[src/rtl/exec_sequencer.sv]
// Execution sequencer: sweeps a host-selected BRAM address window [base, base+len),
// issuing reads and writing each ALU result back to the address it was read from.
module exec_sequencer #(
  parameter int ADDR_WIDTH = 10,
  parameter int RD_LAT     = 1
) (
  input  logic                  CLK,
  input  logic                  RST,
  input  logic                  start_i,
  input  logic [ADDR_WIDTH-1:0] base_addr_i,
  input  logic [ADDR_WIDTH:0]   len_i,
  input  logic                  abort_i,
  output logic                  rd_en_o,
  output logic [ADDR_WIDTH-1:0] rd_addr_o,
  output logic                  wr_en_o,
  output logic [ADDR_WIDTH-1:0] wr_addr_o,
  output logic                  sel_mem_o,
  output logic                  busy_o,
  output logic                  done_o,
  output logic                  aborted_o,
  output logic [ADDR_WIDTH:0]   count_o
);

  typedef enum logic [1:0] {
    S_IDLE  = 2'd0,
    S_ISSUE = 2'd1,
    S_DRAIN = 2'd2,
    S_DONE  = 2'd3
  } state_e;

  localparam logic [ADDR_WIDTH:0] CNT_ZERO   = {(ADDR_WIDTH+1){1'b0}};
  localparam logic [ADDR_WIDTH:0] CNT_ONE    = {{ADDR_WIDTH{1'b0}}, 1'b1};
  localparam logic [2:0]          DRAIN_LAST = 3'(RD_LAT - 1);

  state_e                  state_q;
  logic [ADDR_WIDTH-1:0]   base_q;
  logic [ADDR_WIDTH:0]     len_q;
  logic [ADDR_WIDTH:0]     issued_q;
  logic [2:0]              drain_q;
  logic                    rd_en_q;
  logic [ADDR_WIDTH-1:0]   rd_addr_q;
  logic                    done_q;
  logic                    aborted_q;
  logic [ADDR_WIDTH:0]     count_q;
  logic [RD_LAT-1:0]       pipe_v_q;
  logic [ADDR_WIDTH-1:0]   pipe_a_q [RD_LAT];

  logic [ADDR_WIDTH:0]     issued_inc;
  logic [ADDR_WIDTH-1:0]   next_addr;
  logic                    run_abort;
  logic                    start_acc;

  // Next read address and the qualified abort/start strobes.
  always_comb begin
    issued_inc = issued_q + CNT_ONE;
    next_addr  = base_q + issued_inc[ADDR_WIDTH-1:0];
    run_abort  = 1'b0;
    start_acc  = 1'b0;
    if ((state_q == S_ISSUE) || (state_q == S_DRAIN)) begin
      run_abort = abort_i;
    end else begin
      run_abort = 1'b0;
    end
    if (state_q == S_IDLE) begin
      start_acc = start_i;
    end else begin
      start_acc = 1'b0;
    end
  end

  // Control FSM with registered read port, done/aborted flags and result counter.
  always_ff @(posedge CLK or negedge RST) begin
    if (!RST) begin
      state_q   <= S_IDLE;
      base_q    <= {ADDR_WIDTH{1'b0}};
      len_q     <= CNT_ZERO;
      issued_q  <= CNT_ZERO;
      drain_q   <= 3'd0;
      rd_en_q   <= 1'b0;
      rd_addr_q <= {ADDR_WIDTH{1'b0}};
      done_q    <= 1'b0;
      aborted_q <= 1'b0;
      count_q   <= CNT_ZERO;
    end else begin
      case (state_q)
        S_IDLE: begin
          if (start_i) begin
            base_q    <= base_addr_i;
            len_q     <= len_i;
            issued_q  <= CNT_ZERO;
            drain_q   <= 3'd0;
            rd_addr_q <= base_addr_i;
            done_q    <= 1'b0;
            aborted_q <= 1'b0;
            if (len_i != CNT_ZERO) begin
              state_q <= S_ISSUE;
              rd_en_q <= 1'b1;
            end else begin
              // Empty window: done_o follows one cycle later, from DONE itself.
              state_q <= S_DONE;
              rd_en_q <= 1'b0;
            end
          end else begin
            rd_en_q <= 1'b0;
          end
        end
        S_ISSUE: begin
          if (abort_i) begin
            state_q   <= S_DONE;
            rd_en_q   <= 1'b0;
            done_q    <= 1'b1;
            aborted_q <= 1'b1;
          end else if (issued_q == (len_q - CNT_ONE)) begin
            state_q <= S_DRAIN;
            rd_en_q <= 1'b0;
          end else begin
            issued_q  <= issued_inc;
            rd_addr_q <= next_addr;
          end
        end
        S_DRAIN: begin
          rd_en_q <= 1'b0;
          if (abort_i) begin
            state_q   <= S_DONE;
            done_q    <= 1'b1;
            aborted_q <= 1'b1;
          end else if (drain_q == DRAIN_LAST) begin
            state_q <= S_DONE;
            done_q  <= 1'b1;
          end else begin
            drain_q <= drain_q + 3'd1;
          end
        end
        S_DONE: begin
          rd_en_q <= 1'b0;
          // Leave only once done_o has been visible, so the host always sees it.
          if (!start_i && done_q) begin
            state_q <= S_IDLE;
            done_q  <= 1'b0;
          end else begin
            done_q <= 1'b1;
          end
        end
        default: begin
          state_q <= S_IDLE;
          rd_en_q <= 1'b0;
          done_q  <= 1'b0;
        end
      endcase

      if (start_acc) begin
        count_q <= CNT_ZERO;
      end else if (wr_en_o) begin
        count_q <= count_q + CNT_ONE;
      end else begin
        count_q <= count_q;
      end
    end
  end

  // Read-latency valid pipeline; its tail drives the result-BRAM write port.
  always_ff @(posedge CLK or negedge RST) begin
    if (!RST) begin
      pipe_v_q <= {RD_LAT{1'b0}};
      for (int i = 0; i < RD_LAT; i++) begin
        pipe_a_q[i] <= {ADDR_WIDTH{1'b0}};
      end
    end else if (run_abort) begin
      pipe_v_q <= {RD_LAT{1'b0}};
      for (int i = 0; i < RD_LAT; i++) begin
        pipe_a_q[i] <= {ADDR_WIDTH{1'b0}};
      end
    end else begin
      pipe_v_q[0] <= rd_en_q;
      pipe_a_q[0] <= rd_addr_q;
      for (int i = 1; i < RD_LAT; i++) begin
        pipe_v_q[i] <= pipe_v_q[i-1];
        pipe_a_q[i] <= pipe_a_q[i-1];
      end
    end
  end

  assign rd_en_o   = rd_en_q;
  assign rd_addr_o = rd_addr_q;
  assign wr_en_o   = pipe_v_q[RD_LAT-1];
  assign wr_addr_o = pipe_a_q[RD_LAT-1];
  assign busy_o    = (state_q == S_ISSUE) || (state_q == S_DRAIN);
  assign sel_mem_o = (state_q == S_ISSUE) || (state_q == S_DRAIN);
  assign done_o    = done_q;
  assign aborted_o = aborted_q;
  assign count_o   = count_q;

endmodule

[config.mk]
export PLATFORM = sky130hd
export DESIGN_NAME = exec_sequencer
export DESIGN_NICKNAME = d
export VERILOG_FILES = /design/src/rtl/exec_sequencer.sv
export SDC_FILE = /design/constraint.sdc
export NUM_CORES = 1
export LEC_CHECK = 0
export ABC_AREA = 1
export CORE_MARGIN = 3
export CORE_UTILIZATION = 28
export CTS_CLUSTER_SIZE = 28
export DETAILED_ROUTE_END_ITERATION = 8
export PLACE_DENSITY = 0.52
export SYNTH_ARGS = -nofsm -noshare
export SYNTH_HDL_FRONTEND = slang
export SYNTH_SLANG_ARGS = --single-unit
[constraint.sdc]
create_clock -name CLK -period 5.9 [get_ports CLK]
set_clock_uncertainty 0.05 [all_clocks]
set_input_delay 1.18 -clock CLK [delete_from_list [all_inputs] [get_ports CLK]]
set_output_delay 1.18 -clock CLK [all_outputs]
set_load 0.01 [all_outputs]
# Word-level counts from Yosys, hierarchy flattened
# Index checks and enable logic that the tools add are counted.
[totals]
elab_cells = 87
reg_bits = 72
inputBits = 25
output_inout_bits = 37
[op_classes]
mux = 38
eq_ne = 14
add_sub_neg = 5
reduce_logical = 18
[op_table]
columns = ["operator", "count"]
rows = [
  ["11-bit 2-to-1 mux", 5],
  ["10-bit 2-to-1 mux", 4],
  ["11-bit by 1-bit adder with 11-bit output (second input constant)", 2],
  ["11-bit one-hot mux with 2 select lines", 1],
  ["10-bit one-hot mux with 2 select lines", 1],
  ["2-bit 2-to-1 mux", 7],
  ["2-bit inequality test (second input constant)", 7],
  ["1-bit 2-to-1 mux", 12],
  ["4-bit AND reduction", 3],
  ["11-bit == test", 1],
  ["11-bit nonzero test", 1],
  ["11-bit by 1-bit subtractor with 11-bit output (second input constant)", 1],
  ["10-bit adder", 1],
  ["3-bit 2-to-1 mux", 3],
  ["2-bit one-hot mux with 4 select lines", 1],
  ["2-bit nonzero test", 4],
  ["3-bit by 2-bit inequality test with 1-bit output (second input constant)", 2],
  ["3-bit one-hot mux with 2 select lines", 1],
  ["3-bit AND reduction", 2],
  ["2-bit == test (second input constant)", 2],
  ["1-bit one-hot mux with 4 select lines", 1],
  ["2-bit OR reduction", 2],
  ["3-bit by 1-bit adder with 3-bit output (second input constant)", 1],
  ["3-bit logical NOT", 1],
  ["9 further kinds", 9],
]

# Logic depth before layout (Yosys ltp)
[logic_depth]
ltp_word = 5
depth_mapped = 18
ltp_nobuf = 18

# Worst setup path after synthesis
# Ideal clock, no wire load.
[synth_path]
path_type = "input -> register"
startpoint = "in start_i"
endpoint = "reg issued_q[2]"
path_buffers = 1
required_ns = 5.784
t_arrival_ns = 2.267
path_slack_ns = 3.516
setup_ns = 0.066
cell_stages = 7
cell_sequence = "nand2_1 -> inv_1 -> a21oi_1 -> a21oi_1 -> clkbuf_1 -> nand4_1 -> nand2_1"
[synth_between]
elab_chain_cells = 2
[synth_rtl]
columns = ["element", "line", "source"]
rows = [
  ["start, declared", "9", "input logic start_i,"],
  ["2-bit inequality test (no source line)", "--", ""],
  ["4-bit AND reduction (no source line)", "--", ""],
  ["end signal, assigned", "117", "issued_q <= issued_inc;"],
  ["end, declared", "38", "logic [ADDR_WIDTH:0] issued_q;"],
]
# No other way between the ends.
# A chain may end at the register's enable or synchronous reset.

# Worst setup path in the final report
[layout_path]
startpoint = "reg state_q[0]"
endpoint = "out busy_o"
[layout_between]
elab_chain_cells = 2
elab_cells_between_ends = 3
classes_between = "2 x eq/ne; 1 x reduce/logical"
[layout_rtl]
columns = ["element", "line", "source"]
rows = [
  ["start, declared", "35", "state_e state_q;"],
  ["start signal, assigned", "74", "state_q <= S_IDLE;"],
  ["start signal, assigned", "96", "state_q <= S_ISSUE;"],
  ["start signal, assigned", "100", "state_q <= S_DONE;"],
  ["2-bit by 1-bit == test with 1-bit output / 2-bit == test (equally long branches)", "187", "assign busy_o = (state_q == S_ISSUE) || (state_q == S_DRAIN);"],
  ["1-bit logical OR *", "187", ""],
  ["end, declared", "18", "output logic busy_o,"],
]
# Mark *: on every way between the ends. The rest lies on a longest branch, timed or not.

==> results <==
- The core region area is about 15,000 sq um.
- The portion of the clock cycle consumed by the worst path in the final layout is 0.518.
- The final wirelength is 11.6 mm.
- In the post-synthesis netlist, the biggest area contributors are sky130_fd_sc_hd__dfrtp_1 (40%), sky130_fd_sc_hd__nand2_1 (16%), sky130_fd_sc_hd__inv_1 (7.3%).
- The async set-or-reset flop fraction in the synthesized netlist is 1.00.
- The flow ran to the end, and the final reports show no timing, DRC or antenna violations.
- The fraction of the mapped netlist area in adder cells is 0.0550.
- Sorting the synthesized cells by how often they occur yields sky130_fd_sc_hd__nand2_1 (187), sky130_fd_sc_hd__inv_1 (87), sky130_fd_sc_hd__dfrtp_1 (72).
- The post-synth net total is 667.
- The final-layout worst hold slack is 438 ps.
- The portion of synthesized area spent on multiplexers is 0.
- The largest fanout on the critical path is 6.
- The total negative setup slack is 0 ps.
- The root buffer selected by CTS is sky130_fd_sc_hd__clkbuf_16.
- The die is 132 microns wide.
- The initial antenna violation count came to 0.
- The area growth from synthesis to layout is 25.0%.
- Summed over all layers, the global routing overflow is 0.
- During synthesis, Yosys emitted a total of 0 warnings.
- In this run, the number of DRC markers left after iteration 0 of detailed routing was 248.
- The die covers between 15,000 and 20,000 sq um.
- The number of detailed-route iterations in the first pass is 4.
- In the final routed layout, each cell accounts on average for 12.9 microns.
- Dividing the detail-routed via count by the number of cells gives 4.52.
- Power comes to between 0.002 and 0.003 W.
- The post-synthesis area per instance is roughly 7 sq um.
- The initial core utilization is 0.290.
- The power per standard cell area is between 400 and 500 nW/um^2.
- After detailed placement, the design holds a cell count of between 800 and 900.
- The cell area after technology mapping is 4460 sq um.
- Of the total synthesized cell area, the portion taken by AND, OR, NAND and NOR gates is 0.339.
- The routing usage on met1 is 0.184.
- The H-tree generated during clock tree synthesis spans 3 levels.
- For this run, global-route usage on met2 was measured as 0.220.
- For this block, the via count after detailed routing is between 4,000 and 5,000.
- After clock tree synthesis, the clock-pin slew on the worst setup and hold paths is approximately 50 ps.
- The final hold violation count is 0.
- The maximum clock frequency is 327 MHz.
- met2 is the most crowded layer.
- The first global-routing pass estimated 19.7 mm of wire.
- The number of synthesized register bits is 72.
- The largest area contributor in the synthesized netlist is sky130_fd_sc_hd__dfrtp_1.
- Leaving out filler cells and counting taps, the final layout contains 896.
- IR analysis of the VDD net gives a maximum drop of ~210 uV.
- The library cell with the highest instance count after synthesis is sky130_fd_sc_hd__nand2_1.
- The min-delay analysis places its worst path in the category reg2reg.
- For met3 alone, demand over resource in global routing was 0.0240.
- The start-to-end type of the worst setup path is reg2out.
- In this run the remaining antenna-violating nets after routing total 0.
- The top-area cell type share of the netlist area is 0.404.
- In the synthesized netlist, the number of instances is 623.
- For the worst-skew pair, the clock arrives at the later sink with an insertion delay of 340 ps.
- The number of placed I/O pins is between 60 and 70.
- The TritonCTS buffer count is 9.
- Of the total synthesized cell area, the portion taken by XOR and XNOR cells is 0.0216.
- The kind of end point of the critical path is an output port.
- The most instantiated flip-flop cell in the synthesis netlist is sky130_fd_sc_hd__dfrtp_1.
- Buffers inserted to repair hold after CTS numbered 0.
- The routability-driven placement congestion ratio is 0.889.
- The number of enable flip-flop cells after synthesis is 0.
- After synthesis, the netlist uses 37 different library cells.
- After synthesis, the largest family of logic cells by area is simple AND/OR/NAND/NOR gates.
- The compound-cell area share of the yosys netlist came to 0.0862.
- Entering global routing, the biggest net connects 73 pins.
- At the worst endpoint, the required time is 4670 ps.
- The worst setup path is launched from a register.
- Setup violations remaining at the end of the flow were counted as 0.
- The worst-case headroom to the max-slew limit is 0.365.
- The final net count is 726.
- The minimum clock period after layout is 3050 ps.
- In this run the vertical extent of the chip is 132 microns.
- Once the clock tree was built, the resizer swapped 0 gates to a different size.
- The final max-slew violation count came to 0.
- The row count is 45.
- For this design the static power due to leakage is ~2.8 nW.
- The clock drives between 70 and 80 sinks.
- 0 antenna diodes ended up in the layout.
- Setup repair after global routing left no endpoint under its margin.
- The DRC violations left is 0.
- For this run, the register share of the synthesized area comes to 0.404.
- The fraction of final layout cells with drive strength greater than 1 is 0.0599.
- Summed over all nets, the half-perimeter wirelength after detailed placement is between 8 and 9 mm.
- The slew at the pin closest to its max-slew limit is 952 ps.
- In the global route stage, overall resource usage came out at 0.138.
- The number of buffers added on ports is 61.
- TritonCTS built the clock tree.
- The maximum count of clock buffers along a single path is 2.
- The number of buffers added for setup after CTS is 0.
- The number of global-route vias before repair is 4,028.
- Max-cap violations in this run came to 0.
- The arrival time at the worst endpoint is 1820 ps.
power breakdown:
group	leakage, nW	internal (W)	switching [W]
clock	0.151	0.000358	0.000203
combinational	1.69	0.000510	0.000773
sequential	0.935	0.000664	0.000135
cell usage in the layout, fill, tap and decap left out, types with 5 or more instances in the layout:
cell	netlist	routed
sky130_fd_sc_hd__o21ai_0	43	43
sky130_fd_sc_hd__nand2_2	12	12
sky130_fd_sc_hd__xor2_1	7	7
sky130_fd_sc_hd__a21oi_1	17	17
sky130_fd_sc_hd__nand4_1	17	17
sky130_fd_sc_hd__clkbuf_16	0	9
sky130_fd_sc_hd__nor3_1	5	5
sky130_fd_sc_hd__dfrtp_1	72	72
sky130_fd_sc_hd__ha_1	18	18
sky130_fd_sc_hd__clkdlybuf4s50_1	0	60
sky130_fd_sc_hd__nor2_1	53	53
sky130_fd_sc_hd__inv_1	87	87
sky130_fd_sc_hd__nand2_1	187	187
sky130_fd_sc_hd__nand3_1	57	57
layer usage:
layer | vias up | wire [microns] | share of wire
met5 | - | 0 | 0
met4 | 0 | 255 | 0.022
met3 | 19 | 486 | 0.042
met2 | 70 | 5320 | 0.46
met1 | 1853 | 5500 | 0.48
li1 | 2105 | - | -
registers in the layout, indices dropped and copies added (netlist names), 2 cells and up:
register,flops
count_o,11
issued_q,11
len_q,11
base_q,10
rd_addr_o,10
wr_addr_o,10
drain_q,3
state_q,2
through the flow:
stage	cell area [sq um]	utilization	worst slack, ps
global placement	5270	0.343	2600
floorplan	4460	-	3520
finish	5570	0.362	2850
detailed placement	5270	0.343	2550
global route	5570	0.362	2700
CTS	5570	0.362	2820
final timing paths:
| kind | startpoint | to | slack, ps | cells past startpoint |
|---|---|---|---|---|
| max | state_q[0]$_DFFE_PN0P_ | busy_o | 2850 | 3 |
| min | base_q[2]$_DFFE_PN0P_ | base_q[2]$_DFFE_PN0P_ | 440 | 2 |
| max reg2reg | issued_q[1]$_DFFE_PN0P_ | rd_addr_o[9]$_DFFE_PN0P_ | 3240 | 17 |
| min reg2reg | base_q[2]$_DFFE_PN0P_ | base_q[2]$_DFFE_PN0P_ | 440 | 2 |
| max in group asynchronous | RST | len_q[6]$_DFFE_PN0P_ | 4250 | 1 |
| min in group asynchronous | RST | count_o[1]$_DFFE_PN0P_ | 930 | 1 |
logic make-up (layout without fill, tap and decap cells):
group,Yosys count,in the layout
AND/OR/NAND/NOR,344,344
adder cells (fa/ha/maj),19,19
flip-flops,72,72
buffers and inverters,105,167
XOR/XNOR,11,11
AO/OA/AOI/OAI,72,72
area by class of cell:
| type | instances | area [sq um] |
|---|---|---|
| sequential | 72 | 1800 |
| fill | 1595 | 9800 |
| timing repair buffer | 64 | 631 |
| clock buffer | 12 | 267 |
| multi-input combinational | 446 | 2240 |
| inverter | 89 | 334 |
| tap | 211 | 264 |
| clock inverter | 2 | 38.8 |
worst max-delay path, cell delays in order, from the launching register on:
cell and delay, ps:
sky130_fd_sc_hd__dfrtp_1 440, sky130_fd_sc_hd__inv_1 100, sky130_fd_sc_hd__ha_1 390, sky130_fd_sc_hd__clkdlybuf4s50_1 570
No activity file was read; power rests on OpenSTA's default activity.
